<file path="src/rtl/piso_pkg.sv">
// Shared types and defaults for the parallel-in/serial-out transmitter.
package piso_pkg;

  typedef enum logic {IDLE, SHIFT} piso_state_t;

  localparam int PISO_DEFAULT_WIDTH = 8;

endpackage

</file>
<file path="src/rtl/piso_bit_counter.sv">
// Bit-position counter for one frame: clear wins over enable, last flags position WIDTH-1.
module piso_bit_counter
  import piso_pkg::*;
#(
  parameter int WIDTH = PISO_DEFAULT_WIDTH,
  localparam int CW = $clog2(WIDTH)
) (
  input  logic          clk,
  input  logic          rst_n,
  input  logic          clr_i,
  input  logic          en_i,
  output logic [CW-1:0] cnt_o,
  output logic          last_o
);

  logic [CW-1:0] cnt_q, cnt_d;

  always_comb begin
    cnt_d = cnt_q;
    if (clr_i) begin
      cnt_d = '0;
    end else if (en_i) begin
      cnt_d = cnt_q + CW'(1);
    end
  end

  always_ff @(posedge clk) begin
    if (!rst_n) begin
      cnt_q <= '0;
    end else begin
      cnt_q <= cnt_d;
    end
  end

  assign cnt_o  = cnt_q;
  assign last_o = (cnt_q == CW'(WIDTH - 1));

endmodule

</file>
<file path="src/rtl/piso_serializer.sv">
// Parallel-in/serial-out transmitter with valid/ready load and gapless back-to-back frames.
module piso_serializer
  import piso_pkg::*;
#(
  parameter int WIDTH     = PISO_DEFAULT_WIDTH,
  parameter bit LSB_FIRST = 1'b1
) (
  input  logic             clk,
  input  logic             rst_n,
  input  logic             load_valid,
  output logic             load_ready,
  input  logic [WIDTH-1:0] load_data,
  input  logic             shift_en,
  output logic             ser_out,
  output logic             ser_valid,
  output logic             frame_start,
  output logic             done
);

  localparam int CW = $clog2(WIDTH);

  piso_state_t      state_q, state_d;
  logic [WIDTH-1:0] shreg_q, shreg_d, shifted;
  logic             done_q, done_d;
  logic [CW-1:0]    cnt;
  logic             cntLast, lastShift, accept, cntEn, cntClr;

  assign lastShift  = (state_q == SHIFT) && shift_en && cntLast;
  assign load_ready = rst_n && ((state_q == IDLE) || lastShift);
  assign accept     = load_valid && load_ready;
  assign shifted    = LSB_FIRST ? (shreg_q >> 1) : (shreg_q << 1);
  assign cntEn      = (state_q == SHIFT) && shift_en;
  // Clearing on the final bit keeps the counter at 0 while idle.
  assign cntClr     = accept || lastShift;

  piso_bit_counter #(.WIDTH(WIDTH)) u_counter (
    .clk    (clk),
    .rst_n  (rst_n),
    .clr_i  (cntClr),
    .en_i   (cntEn),
    .cnt_o  (cnt),
    .last_o (cntLast)
  );

  always_comb begin
    state_d = state_q;
    shreg_d = shreg_q;
    done_d  = 1'b0;
    case (state_q)
      IDLE: begin
        if (accept) begin
          shreg_d = load_data;
          state_d = SHIFT;
        end
      end
      SHIFT: begin
        if (shift_en) begin
          shreg_d = shifted;
          if (cntLast) begin
            done_d = 1'b1;
            if (accept) begin
              shreg_d = load_data;
            end else begin
              state_d = IDLE;
            end
          end
        end
      end
      default: state_d = IDLE;
    endcase
  end

  always_ff @(posedge clk) begin
    if (!rst_n) begin
      state_q <= IDLE;
      shreg_q <= '0;
      done_q  <= 1'b0;
    end else begin
      state_q <= state_d;
      shreg_q <= shreg_d;
      done_q  <= done_d;
    end
  end

  assign ser_valid   = (state_q == SHIFT);
  assign ser_out     = ser_valid && (LSB_FIRST ? shreg_q[0] : shreg_q[WIDTH-1]);
  assign frame_start = ser_valid && (cnt == '0);
  assign done        = done_q;

endmodule
</file>
<file path="config.mk">
export PLATFORM = sky130hd
export DESIGN_NAME = piso_serializer
export DESIGN_NICKNAME = d
export VERILOG_FILES = /design/src/rtl/piso_pkg.sv /design/src/rtl/piso_bit_counter.sv /design/src/rtl/piso_serializer.sv
export SDC_FILE = /design/constraint.sdc
export NUM_CORES = 1
export LEC_CHECK = 0
export CAP_MARGIN = 30
export CORE_UTILIZATION = 45
export DETAILED_ROUTE_END_ITERATION = 8
export PLACE_DENSITY = 0.83
export SKIP_CTS_REPAIR_TIMING = 1
export SLEW_MARGIN = 25
export SYNTH_ARGS = -nofsm -noshare
export SYNTH_HDL_FRONTEND = slang
export SYNTH_HIERARCHICAL = 1
export SYNTH_SLANG_ARGS = --single-unit
</file>
<file path="constraint.sdc">
create_clock -name clk -period 2.2 [get_ports clk]
set_clock_uncertainty 0.1 [all_clocks]
set_input_delay 0.44 -clock clk [delete_from_list [all_inputs] [get_ports clk]]
set_output_delay 0.44 -clock clk [all_outputs]
set_load 0.1 [all_outputs]
</file>
# Word level (Yosys, flattened, before mapping)
# Index checks and enable logic that the tools add are counted.
# totals
regBits	13
wordCells	32
output_inout_bits	5
inputBits	12
# classes
addsub	1
eq_ne	3
reduce_logical	12
bitwise	2
mux	10
# ops
operator	count
8-bit 2-to-1 mux	4
8-bit case mux with 2 select lines	1
1-bit logical AND	6
1-bit 2-to-1 mux	4
2-bit != test (second input constant)	2
3-bit by 1-bit adder with 3-bit output (second input constant)	1
3-bit equality test (second input constant)	1
3-bit zero test	1
3-bit AND reduction	1
1-bit logical OR	2
1-bit inverter	2
1-bit case mux with 2 select lines	1
2-bit AND reduction	1
2-bit OR reduction	1

# Longest topological paths before layout
# logic_depth
word_depth	9
mapped_depth	6
ltp_nobuf	6

# Cells and area by module
# The synthesis kept the hierarchy.
# modules_own_cells
mod	seq_area_each_um2	cells_per_inst	area_per_inst_um2	n_inst
piso_serializer	200.2	60	583.1	1
piso_bit_counter	60.1	12	131.4	1

# Worst setup path after synthesis
# Ideal clock, no wire load.
# synth_timing
kind	register to output
start	register state_q, in the netlist ser_valid
end	output frame_start
required_ns	1.660
arrival_time_ns	4.615
path_stages_with_launch	4
slack_ns	-2.955
n_path_buf	2
cell_sequence	dfxtp_1 > buf_4 > clkbuf_1 > nor4b_1
# synth_via
elab_chain_cells	1
# synth_lines
element	line	text
from (decl)	piso_serializer.sv:22	piso_state_t state_q, state_d;
from (signal assigned)	piso_serializer.sv:79	state_q <= state_d;
1-bit logical AND	piso_serializer.sv:87	assign frame_start = ser_valid && (cnt == '0);
to (decl)	piso_serializer.sv:16	output logic frame_start,
# Every way passes these cells.

# Worst setup path after layout
# layout_timing
start	register u_counter.cnt_q[0], in the netlist u_counter/cnt_o[0]
end	output load_ready
# layout_via
elab_chain_cells	4
# layout_lines
element	line	text
from (decl)	piso_bit_counter.sv:16	logic [CW-1:0] cnt_q, cnt_d;
from (signal assigned)	piso_bit_counter.sv:31	cnt_q <= cnt_d;
3-bit equality test	piso_bit_counter.sv:36	assign last_o = (cnt_q == CW'(WIDTH - 1));
named net cntLast	piso_serializer.sv:26	logic cntLast, lastShift, accept, cntEn, cntClr;
1-bit logical AND	piso_serializer.sv:28	assign lastShift = (state_q == SHIFT) && shift_en && cntLast;
1-bit logical OR	piso_serializer.sv:29	assign load_ready = rst_n && ((state_q == IDLE) || lastShift);
1-bit logical AND	piso_serializer.sv:29	
to (decl)	piso_serializer.sv:11	output logic load_ready,
# The timed path passes the listed nets, and every way through them passes these cells.

==> results.toml <==
[status]
status = "completed"

[grt]
antenna_found_initial = 0
track_usage_pct = 18.9
grt_pass1_vias = 607
grt_pass1_wl_mm = 2.57
grt_overflow = 0
grt_max_degree = 22

[yosys]
ys_ff_latch = 13
yosysTopAreaCell = "dfxtp_1"
synth_nets = 86
synth.distinct_cells = 24
synth_top_area_share_pct = 36.4
seq_area_frac_synth_pct = 36.4
yosysWarnings = 6
netlist_top_cells_area = "dfxtp_1, o311a_1, nand3b_1"
synthCells = 72
synth_area_per_cell_um2 = 9.92
syn-cell-area_um2 = 714

[floorplan]
die_y_um = 41.8
core_area_mm2 = 0.00149
start_util_pct = 48.0
num_rows = 14
die_area_mm2 = 0.00175
die_w_um = 41.8
io_pins = 17

[hold_path]
hold_class = "register to register"

[sta]
slew_headroom_pct = 78.7
fin_crit_sh_pct = 96.1
slew_viol_final = 0
rsz0062_at_grt = "false"
hold_viol = 0
period_minus_slack_ns = 2.11
setup_viol = 0
fin_ws_ns = 0.0861
fmax_ghz = 0.473
tightest_slew_ns = 0.319

[worst_setup_path]
startpoint_type = "register"
cp.required_ns = 1.66
crit_type = "register to primary output"
crit_arrival_ns = 1.57
reg2reg_slack_ns = 0.39
cp-end-kind = "primary output"
crit_chain = "ha_1 -> ha_2 -> a21bo_2 -> and2_4 -> buf_12"
slowest_delay_ns = 0.36
crit_slowest_cell = "dfxtp_4"
cp_max_fo = 4

[layout]
multi_input_area_um2 = 429
areaGrowthSynthToFinish_pct = 35.4
fill_cells = 105
nets = 106
final_cell_mix = "clkdlybuf4s50_1, dfxtp_1, and3_1"
final_common_cell = "clkdlybuf4s50_1"
finalNonFillerCells = 107
n_antenna_cell = 0
seq_area_um2 = 269
drive_gt1_share_pct = 25.3

[route]
route.detailed.drc = 0
drt-total-wl_mm = 1.47
ant_nets = 0
first_pass_iters = 4
vias = 597
drt-initial-drc-count = 13
avgViaCountPerCell = 5.58
post_drt_wl_per_cell_um = 13.7

[power_and_ir_drop]
swShare_pct = 29.3
ir_worst_vdd_mv = 0.334
power_frac_comb_pct = 27.2
power.density_mw_per_mm2 = 579
switchingPower_mw = 0.164
clkPwrFrac_pct = 25.7
p_leak_nw = 0.458
intPower_mw = 0.396
pwr-share-seq_pct = 47.1

[clocking]
cts_sinks = 13
htreeDepth = 1
cts_tree = "built"
clk_pin_slew_worst_paths_ns = 0.08
max-clock-path-buffers = 2
clk-insertion-delay-late_ns = 0.27
clockRootBuffer = "clkbuf_4"
numCtsBuffers = 3

[place]
dpl.hpwl_mm = 1.01
place_inst = 103
port_buffers = 16
place_congestion = 0.656
dp_slack_ns = 0.125

[flow_run]
maxCapViolations = 0
==> per-layer routing <==
metal | routed length, µm | GRT usage [%] | part of all wire (%) | vias up
li1 | - | - | - | 308
met1 | 694 | 24.6 | 47 | 276
met2 | 709 | 31.3 | 48 | 11
met3 | 52 | 2.61 | 3.5 | 2
met4 | 11 | 7.74 | 0.75 | 0
met5 | 0 | 0 | 0 | -
==> cell usage after synthesis <==
cell and n:
nor2_1 3, nand3_1 3, nor4b_1 1, inv_1 2, buf_4 1, nand4_2 1
ha_1 2, xnor2_1 1, and2_4 1, o311a_1 7, a21bo_2 1, nand2b_1 1
a21boi_0 5, mux2i_1 2, dfxtp_1 13, and3_1 8, nand3b_1 7, a21boi_1 4
clkbuf_1 2, buf_6 2, and2_1 2, nand2_1 1, nand2_2 1, nand3b_4 1
==> registers in the layout, summed over array words and instances, names as in the netlist <==
| signal | flops |
|---|---|
| ser_valid | 1 |
| u_counter/cnt_o | 3 |
| shreg_q | 8 |
| done | 1 |
==> through the flow <==
stage	total power, mW	util, %	setup TNS (ns)	hold WS (ns)	cell area (µm²)
floorplan	0.369	-	-0.206	0.348	747
global placement	0.417	62.5	0	0.366	931
detailed placement	0.420	62.5	0	0.374	931
CTS	0.564	64.3	-0.0120	0.383	957
global route	0.584	65.0	0	0.419	967
finish	0.560	65.0	0	0.378	967
==> power by group through the flow <==
stage	combinational, mW	clock (mW)	sequential (mW)
floorplan	0.0975	0	0.271
global placement	0.148	0	0.269
detailed placement	0.151	0	0.269
CTS	0.152	0.149	0.263
global route	0.163	0.155	0.266
finish	0.152	0.144	0.264
==> cells by family after synthesis <==
group,synth area share (%)
simple gates,29.1
flops,36.4
fa+ha+maj,3.50
xor+xnor,1.23
mux,2.80
compound gates,20.7
buf+inv,6.31
==> critical path: cells and delay by family (launching register included) <==
family / cells / cell delay (ns)
AOI/OAI and AO/OA: 1 / 0.23
adders and majority gates: 2 / 0.39
buffers and inverters: 1 / 0.16
DFF: 1 / 0.36
and+or+nand+nor: 1 / 0.16
==> worst paths after layout <==
| kind | end | start | cells past startpoint |
|---|---|---|---|
| max | load_ready | u_counter/cnt_o[0] | 5 |
| min | shreg_q[7] | shreg_q[7] | 2 |
| max reg2reg | shreg_q[0] | u_counter/cnt_o[0] | 5 |
| min reg2reg | shreg_q[7] | shreg_q[7] | 2 |
==> layout make-up <==
type / count / area share [%]
Clock buffer: 4 / 2.72
Inverter: 2 / 0.776
Multi-Input combinational cell: 52 / 44.4
Sequential cell: 13 / 27.8
Tap cell: 16 / 2.07
Timing Repair Buffer: 20 / 22.3
(Power assumes the default switching activity.)
